==> src/rtl/acc_in_streamer.sv <==
// acc_in_streamer
// ---------------------------------------------------------------------------
// Upstream feeder for the conv accelerator. On a start pulse it latches a base
// word address and a word count. It then reads that many consecutive words
// from a one-cycle-latency memory port and hands them to the accelerator as a
// data/valid stream. Reads are spaced one word every GAP cycles.
//
// Ports
//   clk, rst          clock, asynchronous active-high reset
//   start             one-cycle launch pulse (only honoured in IDLE)
//   base_addr         first word address (latched on accepted start)
//   word_cnt          number of words (latched on accepted start)
//   pause             downstream stall; blocks issuing new reads
//   mem_rd, mem_addr  memory read strobe and word address
//   mem_rdata         memory read data, valid the cycle after mem_rd
//   data_o, valid_o   streamed word and its one-cycle qualifier
//   bus_free          memory bus not used this cycle (== !mem_rd)
//   busy, done        transfer in progress / one-cycle end-of-transfer pulse
// ---------------------------------------------------------------------------
module acc_in_streamer #(
    parameter int ADDR_W = 20,
    parameter int DATA_W = 32,
    parameter int GAP    = 3
) (
    input  logic              clk,
    input  logic              rst,
    input  logic              start,
    input  logic [ADDR_W-1:0] base_addr,
    input  logic [ADDR_W-1:0] word_cnt,
    input  logic              pause,
    output logic              mem_rd,
    output logic [ADDR_W-1:0] mem_addr,
    input  logic [DATA_W-1:0] mem_rdata,
    output logic [DATA_W-1:0] data_o,
    output logic              valid_o,
    output logic              bus_free,
    output logic              busy,
    output logic              done
);

    typedef enum logic [1:0] {IDLE, RUN, DONE} state_t;

    localparam logic [3:0] LAST_PHASE = 4'(GAP - 1);

    state_t            state;
    logic [ADDR_W-1:0] addr;
    logic [ADDR_W-1:0] rem;
    logic [3:0]        phase;
    logic              valid_q;
    logic [DATA_W-1:0] data_hold;
    logic              issue;

    // A read goes out only at phase 0 with words left. Pause is applied
    // combinationally so that a stall request suppresses the strobe in the
    // same cycle it is raised.
    assign issue = (state == RUN) && (phase == 4'd0) && (rem != '0) && !pause;

    always_ff @(posedge clk or posedge rst) begin
        if (rst) begin
            state     <= IDLE;
            addr      <= '0;
            rem       <= '0;
            phase     <= 4'd0;
            valid_q   <= 1'b0;
            data_hold <= '0;
        end else begin
            valid_q <= issue;
            if (valid_q) begin
                data_hold <= mem_rdata;
            end
            case (state)
                IDLE: begin
                    if (start) begin
                        if (word_cnt != '0) begin
                            state <= RUN;
                            addr  <= base_addr;
                            rem   <= word_cnt;
                            phase <= 4'd0;
                        end else begin
                            state <= DONE;
                        end
                    end
                end
                RUN: begin
                    // The last word is on the stream this cycle, so the
                    // transfer ends here. For GAP >= 2 this always happens
                    // at phase 1, which means it never races a new issue.
                    if (valid_q && (rem == '0)) begin
                        state <= DONE;
                        phase <= 4'd0;
                    end else if (phase == 4'd0) begin
                        if (issue) begin
                            addr  <= addr + ADDR_W'(1);
                            rem   <= rem - ADDR_W'(1);
                            phase <= 4'd1;
                        end
                    end else if (phase == LAST_PHASE) begin
                        phase <= 4'd0;
                    end else begin
                        phase <= phase + 4'd1;
                    end
                end
                DONE: begin
                    state <= IDLE;
                end
                default: begin
                    state <= IDLE;
                end
            endcase
        end
    end

    // The memory returns data in the same cycle valid_o is high. That word is
    // passed straight through during the valid cycle and is then held from
    // the capture register until the next word arrives.
    assign data_o   = valid_q ? mem_rdata : data_hold;
    assign valid_o  = valid_q;
    assign mem_rd   = issue;
    assign mem_addr = addr;
    assign bus_free = !issue;
    assign busy     = (state == RUN);
    assign done     = (state == DONE);

endmodule

==> config.mk <==
export PLATFORM = sky130hd
export DESIGN_NAME = acc_in_streamer
export DESIGN_NICKNAME = d
export VERILOG_FILES = /design/src/rtl/acc_in_streamer.sv
export SDC_FILE = /design/constraint.sdc
export NUM_CORES = 1
export LEC_CHECK = 0
export ABC_CLOCK_PERIOD_IN_PS = 3080
export CORE_MARGIN = 5
export CORE_UTILIZATION = 35
export DETAILED_ROUTE_END_ITERATION = 12
export PLACE_DENSITY = 0.66
export SLEW_MARGIN = 20
export SYNTH_ARGS = -nofsm -noshare
export SYNTH_HDL_FRONTEND = slang
export SYNTH_SLANG_ARGS = --single-unit
export TNS_END_PERCENT = 10
==> constraint.sdc <==
create_clock -name clk -period 3.08 [get_ports clk]
set_input_delay 0.616 -clock clk [delete_from_list [all_inputs] [get_ports clk]]
set_output_delay 0.616 -clock clk [all_outputs]
set_load 0.02 [all_outputs]
==> flow_summary.yaml <==
timing:
  timing.final.crit_period_ns: 2.979
  final_max_slew_viol_count: 0
  timing_worst_slew_pin_value_ns: 0.6636
  final-setup-viol-count: 0
  final.setup_skew_ns: 0.008605
  rsz_0062_raised_after_global_routing: "no"
  max_freq_ghz: 0.3357
  relSlewSlack_pct: 55.76
  hold_viol: 0
  worst_slack_ns: 0.1008
  finalHoldWorstSlack_ns: 0.4944
  setup_total_negative_slack_ns: 0
  timing.final.crit_share_pct: 96.73
worst_setup_path:
  criticalPathCategory: "reg2out"
  crit_end: "mem_rd"
  setup.worst_path.start_class: "flip-flop"
  reg2reg_depth: 7
  timing.critical_path.arrival_ns: 2.36
  critPathSlowestCell: "sky130_fd_sc_hd__or4_4"
  worstPathMaxFanout: 4
  required_time_of_the_critical_path_ns: 2.46
  cpPeakStageDelay_ns: 0.54
  critical-path-top-cell-by-count: "sky130_fd_sc_hd__or4_4"
  crit_path_end_kind: "primary output"
  regToRegEndpoint: "mem_addr[17]"
  worstPathCellList: "or4_4 > or4_4 > o21ai_4 > inv_1 > dlygate4sd2_1"
  regToRegStartpoint: "rem[15]"
  worst_setup_sp: "rem[15]"
  r2r_setup_slack_ns: 0.37
clock_tree:
  cts.reportedPaths.clkPinSlew_ns: 0.06
  clock_insertion_delay_worst_skew_ns: 0.34
  clockBufferDepth: 2
  numCtsBuffers: 9
  cts_setup_buffers: 0
  clock_sinks: 79
  cts_hold_buf: 0
  clock-root-buffer: "sky130_fd_sc_hd__clkbuf_16"
  tritoncts: "yes"
  ctsHtreeMaxLevel: 3
yosys:
  dominantRegCellSynth: "sky130_fd_sc_hd__dfrtp_1"
  synth-async-reset-ratio_pct: 100.0
  top_cells_by_instance_count_after_synthesis: "sky130_fd_sc_hd__dfrtp_1, sky130_fd_sc_hd__nor2_1, sky130_fd_sc_hd__a21oi_1, sky130_fd_sc_hd__mux2_2, sky130_fd_sc_hd__o22a_1"
  synth.ff_latch_count: 79
  syn_area_cell_sq_um: 9.756
  yosys.cell_count.top_type: "sky130_fd_sc_hd__dfrtp_1"
  synth_enable_flop_cells: 0
  synth_largest_area_cell: "sky130_fd_sc_hd__dfrtp_1"
  seq_total_area_yosys_pct: 46.69
  yosysTopAreaCellShare_pct: 46.69
  mappedNetlistArea_sq_um: 4234
  ys_types: 51
  netlist_top_cells_area: "sky130_fd_sc_hd__dfrtp_1, sky130_fd_sc_hd__mux2_2, sky130_fd_sc_hd__a21oi_1"
  syn_nets: 513
  ys_warn_count: 0
  synthCells: 434
placement:
  dp_hpwl_mm: 9.298
  numPortBuffers: 132
  dp_slack_ns: 0.05147
  globalplace.congestion: 0.8594
drt:
  wl_per_cell_um: 17.93
  detailroute.via_count: 4090
  routed_via_density: 5.688
  detail-route-antenna-nets: 0
  drt_iter0_markers: 208
  post-route-drc-count: 0
  drt_pass1_iterations: 5
  wl_mm: 12.89
layout:
  share_of_cells_above_drive_strength_1_pct: 13.46
  finalNetCount: 646
  synthToLayoutAreaGrowth_pct: 43.00
  n_antenna_cell: 0
floorplanning:
  die-height_um: 120.0
  floorplan.rows: 40
  starting_utilization_of_the_core_area_pct: 35.55
  i_o_pin_count: 133
  fp.coreArea_sq_um: 11910
  area_of_the_die_sq_um: 14400
  die_x_um: 120.0
run:
  max-cap-violations: 0
grt:
  grtUsageTotal_pct: 17.90
  grt_pass1_vias: 4067
  grt_first_pass_wirelength_mm: 20.84
  maximum_number_of_pins_on_one_net_before_global_route_repair: 68
  grt_antenna_before_repair: 0
  globalRoute.totalOverflow: 0
power:
  p_leak_uw: 0.002426
  fin_total_pwr_uw: 4543
  power.ir.vdd_worst_mv: 0.2564
  power_per_cell_area_nw_per_um2: 750.4
status:
  result_of_the_run: "finished clean"
worst_hold_path:
  holdCritPathClass: "reg2reg"
[report_power, final]
| part | internal, uW | switching (uW) | leakage, uW | total, uW |
|---|---|---|---|---|
| sequential | 1360 | 178 | 0.000989 | 1530 |
| clock | 621 | 427 | 0.000149 | 1050 |
| combinational | 974 | 988 | 0.00129 | 1960 |
[cell usage in the layout, fill, tap and decap left out, types with 3 or more instances in the layout]
master,netlist,final
sky130_fd_sc_hd__a21oi_1,52,52
sky130_fd_sc_hd__a22oi_1,6,6
sky130_fd_sc_hd__a2bb2oi_1,5,5
sky130_fd_sc_hd__a31oi_1,14,14
sky130_fd_sc_hd__a41oi_1,10,10
sky130_fd_sc_hd__and3_1,3,3
sky130_fd_sc_hd__buf_4,0,20
sky130_fd_sc_hd__clkbuf_16,0,9
sky130_fd_sc_hd__clkdlybuf4s50_1,0,130
sky130_fd_sc_hd__clkinv_2,0,6
sky130_fd_sc_hd__dfrtp_1,79,79
sky130_fd_sc_hd__ha_1,3,3
sky130_fd_sc_hd__inv_1,14,12
sky130_fd_sc_hd__mux2_2,32,32
sky130_fd_sc_hd__mux2i_1,3,3
sky130_fd_sc_hd__nand2_1,11,11
sky130_fd_sc_hd__nand3_1,10,10
sky130_fd_sc_hd__nand4_1,4,4
sky130_fd_sc_hd__nor2_1,54,54
sky130_fd_sc_hd__nor3_1,11,11
sky130_fd_sc_hd__nor3b_1,4,4
sky130_fd_sc_hd__nor4_1,11,11
sky130_fd_sc_hd__o21ai_0,9,9
sky130_fd_sc_hd__o22a_1,21,21
sky130_fd_sc_hd__o22ai_1,7,7
sky130_fd_sc_hd__o2bb2a_1,3,3
sky130_fd_sc_hd__o2bb2ai_1,5,5
[how the worst min path moves through the flow]
stage                              from            end  cells past startpoint
final                     data_hold[25]  data_hold[25]                      1
after global placement    data_hold[15]  data_hold[15]                      1
after global routing      data_hold[20]  data_hold[20]                      1
after floorplan                state[1]       state[1]                      1
after CTS                 data_hold[31]  data_hold[31]                      1
after detailed placement  data_hold[18]  data_hold[18]                      1
[registers in the layout (all words and copies together), names as in the netlist]
register,count
rem,20
phase,4
mem_addr,20
state,2
valid_o,1
data_hold,32
[routing by layer]
metal	track usage, %	vias to the layer above	part of all wire [%]
met2	28.52	149	49
met3	3.582	19	5.8
met4	7.158	0	2.2
li1	-	1912	-
met5	0	-	0
met1	23.85	2010	44
[logic make-up after synthesis]
| family | synth area share [%] |
|---|---|
| simple gates | 15.01 |
| compound gates | 23.49 |
| flops | 46.69 |
| mux | 9.220 |
| fa+ha+maj | 0.8866 |
| buf+inv | 4.699 |
[worst max-delay path: cells and delay by family (launching register included)]
kind	cells	cell delay, ns
AND/OR/NAND/NOR	2	0.99
buffers and inverters	2	0.41
flip-flops	1	0.40
AO/OA/AOI/OAI	1	0.22
[through the flow]
step	cells	util, %	cell area, sq um
after floorplan	434	-	4234
after global placement	703	48.39	5764
after detailed placement	703	48.39	5764
after CTS	719	50.80	6051
after global routing	719	50.83	6055
final	719	50.83	6055
[timing repair]
item	in CTS	in global routing
pin swaps	0	1
resized for setup	2	1
endpoints found under the setup margin	2	1
[layout make-up]
| type | instances | area [sq um] |
|---|---|---|
| Clock buffer | 9 | 225.2 |
| Clock inverter | 7 | 63.81 |
| Fill cell | 1090 | 5857 |
| Inverter | 14 | 53.80 |
| Multi-Input combinational cell | 310 | 2062 |
| Sequential cell | 79 | 1977 |
| Tap cell | 147 | 183.9 |
| Timing Repair Buffer | 153 | 1489 |
(Power assumes the default switching activity.)
==> variant 1: new RTL, same settings <==
Re-encode `state_t` (3 states) as one-hot, 3 bits wide.
--- a/src/rtl/acc_in_streamer.sv
+++ b/src/rtl/acc_in_streamer.sv
@@ -39,5 +39,5 @@
 );
 
-    typedef enum logic [1:0] {IDLE, RUN, DONE} state_t;
+    typedef enum logic [2:0] {IDLE = 3'b001, RUN = 3'b010, DONE = 3'b100} state_t;
 
     localparam logic [3:0] LAST_PHASE = 4'(GAP - 1);
Behaviour: no difference found for any inputs over 4 cycles, from zero or initial values and one cycle with rst high; so few cycles prove little.
==> variant 1 against the unedited design <==
Via count up 1.8%. Sequential cell count increased by 1. Synthesized area rose by 3.8%. Total power is 35% higher. Worst setup slack gained 0.076 ns. Design area increased by 4.2%. Maximum frequency up 2.6%. Routed wire length rose by 6.1%.
==> variant 1: results (changes against the unedited design) <==
- Status: complete, no violations
- Largest net degree at the start of global routing: 81 (+19%)
- Worst slew pin tran: 0.7081 ns (+0.04452 ns)
- 1st-iter DRT viols: 368 (+77%)
- Vias/cell: 5.561 (-2.2%)
- RePlAce Congestion: 0.8556 (-0.44%)
- Worst r2r dst: mem_addr[0]
- Nets: 651 (+0.77%)
- Layout cells sized above 1: 0.1646 (+0.03003)
- Post-DR wirelength/cell: 18.25 um (+1.8%)
- Hold worst-path end: state[2]
- Worst vdd ir: 0.5819 mV (+130%)
- Slowest-stage cell, CP: clkdlybuf4s50_1
- FF-to-FF path depth: 8 (+1)
- Syn nets: 511 (-0.39%)
- Post-synthesis sequential area ratio: 0.4556 (-0.01130)
- Vias in the first global route: 4286 (+5.4%)
- GRT Overall Usage: 0.1875 (+0.008553)
- Post-DP HPWL: 9.868 mm (+6.1%)
- Grt met3 use: 0.07660 (+0.04079)
- Hold Startpoint: state[2]
- Top post-synthesis cells by count: 79 x dfrtp_1, 34 x nor2_1, 33 x mux2_2, 23 x nand2_1, 22 x a21oi_1
- CP arrival: 2.29 ns (-0.07 ns)
- First-pass GRT wire length: 21.96 mm (+5.4%)
- R2r setup slk: 0.69 ns (+0.32 ns)
- Post-synthesis cell type count: 71 (+39%)
- Static Leak: 2.416 nW (-0.39%)
- Antenna cell count: 0 (unchanged)
- Clock skew: 0.005605 ns (-0.003000 ns)
- Top Family by Delay on Critical Path: buffers and inverters
- Worst R2R Start: state[2]
- Number of antenna violations at the first check in global routing: 0 (unchanged)
- Area contributors post-synth: dfrtp_1 45%, mux2_2 8.5%, nor2_1 2.9%
- Met1 usage: 0.2347 (-0.003844)
==> variant 1: changes by cell type after synthesis, sizes merged, moves of 9 or more <==
cell,unedited run,this run
nor2,54,35
a211oi,2,12
a41oi,10,0
o21ai,10,20
o22a,21,6
nand2,11,23
a311oi,1,14
a21oi,52,23
nor3,11,20
==> variant 1: worst register-to-register path, delay by kind of cell, from the launching register on <==
family,cells,cell delay [ns]
AND/OR/NAND/NOR,3,0.88
buffers and inverters,3,0.61
flip-flops,1,0.40
AO/OA/AOI/OAI,2,0.39
==> variant 1: where the power goes <==
group	switching, W	leakage, nW	internal [W]	total (W)
clock	0.000410	0.143	0.000673	0.00108
combinational	0.00161	1.33	0.00146	0.00307
sequential	0.000421	0.946	0.00154	0.00197
total	0.00244	2.42	0.00368	0.00612
==> variant 1: worst max-delay path by stage <==
stage                     slack [ns]  startpoint      endpoint  cells past startpoint
after floorplan                 0.41         rst  data_hold[0]                      1
after global routing            0.06    phase[0]        mem_rd                      5
after detailed placement        0.30       pause        mem_rd                      5
after global placement          0.34       pause        mem_rd                      5
final                           0.18      rem[0]        mem_rd                      8
after CTS                       0.05      rem[0]      bus_free                      7
==> variant 1: final cells by class <==
cell class                 instances  area, um^2
sequential                        80        2003
fill                            1142        6157
timing repair buffer             154        1514
clock inverter                     2       37.54
multi-input combinational        317        2233
inverter                          10       41.29
tap                              172       215.2
clock buffer                      14       264.0
==> variant 1: what timing repair did <==
item	4_1_cts	5_1_grt
endpoints found under the setup margin	0	1
gates resized for setup	0	1
setup buffers	0	0
==> variant 1: kinds of logic (layout without fill, tap and decap cells) <==
| family | after synthesis | after routing | synth area share |
|---|---|---|---|
| buffers and inverters | 35 | 180 | 0.03642 |
| and+or+nand+nor | 153 | 153 | 0.1995 |
| adders and majority gates | 3 | 3 | 0.008538 |
| AOI/OAI and AO/OA | 122 | 122 | 0.2023 |
| muxes | 37 | 37 | 0.09363 |
| DFF | 80 | 80 | 0.4556 |
| xor gates and xnor gates | 2 | 2 | 0.003985 |
==> variant 1: layer usage <==
metal | routed length, um | vias to the layer above
li1 | - | 1940
met1 | 5661 | 2005
met2 | 6233 | 196
met3 | 1468 | 24
met4 | 308 | 0
met5 | 0 | -
==> variant 1: metrics by stage <==
| step | hold slack [ns] | cell area, um^2 | setup slack (ns) | instances |
|---|---|---|---|---|
| 2_1_floorplan | 0.4409 | 4397 | 0.4139 | 432 |
| 3_3_place_gp | 0.4579 | 6005 | 0.3400 | 733 |
| 3_5_place_dp | 0.4829 | 6005 | 0.3039 | 733 |
| 4_1_cts | 0.4886 | 6306 | 0.04599 | 749 |
| 5_1_grt | 0.5049 | 6309 | 0.06318 | 749 |
| 6_report | 0.4889 | 6309 | 0.1766 | 749 |
==> variant 2: new RTL, same flow settings <==
Made on the original files. Change the parameter `ADDR_W` from 20 to 22.
--- a/src/rtl/acc_in_streamer.sv
+++ b/src/rtl/acc_in_streamer.sv
@@ -19,5 +19,5 @@
 // ---------------------------------------------------------------------------
 module acc_in_streamer #(
-    parameter int ADDR_W = 20,
+    parameter int ADDR_W = 22,
     parameter int DATA_W = 32,
     parameter int GAP    = 3
Interface: changed (resized base_addr, mem_addr and word_cnt); port bits go from 133 to 139. The function was not compared with the original's and may differ.
==> variant 2 against the unedited design <==
Non-clock buffer count up 5. Highest routed layer unchanged. Sequential cell count increased by 4. Combinational power up 14%. Worst setup slack got worse by 0.0017 ns. Die area up 6.0%. Final cell count up 8.9%. Synthesized area grew 6.5%. Sequential power up 14%. Total power grew 12%. Design area up 6.6%. Routed wire length increased by 4.0%.
==> variant 2: results (changes against the unedited design) <==
- Status: complete, no violations
- Routed length on met3: 854 um (+15%)
- Vias/cell: 5.542 (-2.6%)
- Async S/R FF share, synth: 1.000 (unchanged)
- Input/output buffers: 138 (+4.5%)
- Hold worst-path end: data_hold[5]
- Multi-input gate area: 2240 um^2 (+8.6%)
- Max_slew headroom: 0.5001 (-0.05753)
- Num sequential: 83 (+5.1%)
- Hold Startpoint: data_hold[5]
- Hold slack: 0.4934 ns (-0.0009700 ns)
- Worst r2r dst: mem_addr[15]
- Multi-input gate count: 342 (+10%)
- Critical Path Source Type: register
- Grt met3 use: 0.03705 (+0.001239)
- Final Util: 0.5115 (+0.003203)
- Clock skew: 0.007203 ns (-0.001402 ns)
- Clk cell area share: 0.04613 (-0.001604)
- TritonRoute pass-1 iters: 7 (+2)
- Sequential cell area: 2077 um^2 (+5.1%)
- Clk_buf instances: 11 (+2)
- Syn nets: 556 (+8.4%)
- Post-synthesis cell type count: 47 (-7.8%)
- Vias in the first global route: 4356 (+7.1%)
- Met2 Use GR: 0.2878 (+0.002589)
- Synthesized area per cell: 9.516 um^2 (-2.5%)
- Layout cells sized above 1: 0.1260 (-0.008592)
- Worst R2R Start: rem[12]
- Met2 wire len: 6.361 mm (+1.7%)
- Min cycle time layout: 2.981 ns (+0.001722 ns)
- Post-DR wirelength/cell: 17.12 um (-4.5%)
- Area after DPL: 6152 um^2 (+6.7%)
- Multi-input combinational area share: 0.3470 (+0.006400)
- 1st-iter DRT viols: 335 (+61%)
- Number of signal-net buffers in the layout: 158 (+3.3%)
- Static Leak: 2.467 nW (+1.7%)
- Post-synthesis sequential area ratio: 0.4605 (-0.006432)
- Post-Route M1 WL: 6.024 mm (+7.4%)
- Place WS: 0.04677 ns (-0.004701 ns)
- Placed Cells: 767 (+9.1%)
- Post-DP HPWL: 9.280 mm (-0.18%)
- Largest net degree at the start of global routing: 84 (+24%)
- Top post-synthesis cells by count: 83 x dfrtp_1, 59 x nor2_1, 50 x a21oi_1, 32 x mux2_2, 25 x o22a_1
## variant 2: logic make-up (layout without fill, tap and decap cells)
family	after synthesis	after routing	share of synthesized area
simple gates	160	160	0.1842
compound gates	147	147	0.2241
flops	83	83	0.4605
buf+inv	49	186	0.04355
mux	33	33	0.08211
fa+ha+maj	2	2	0.005547
## variant 2: power breakdown
group / leakage [nW] / total, W / switching, W / internal (W)
clock: 0.145 / 0.00111 / 0.000414 / 0.000700
sequential: 0.981 / 0.00175 / 0.000272 / 0.00148
combinational: 1.34 / 0.00224 / 0.00111 / 0.00113
## variant 2: critical path: stages (launching register included)
cell	delay, ns
dfrtp_1	0.39
or4_4	0.56
or4_4	0.45
o31ai_4	0.34
inv_1	0.10
buf_2	0.18
## variant 2: timing repair
action                     in CTS  in global routing
pin swaps                       1                  0
hold buffers                    0                  0
setup endpoints to repair       2                  1
resized for setup               7                  1
setup buffers                   2                  0
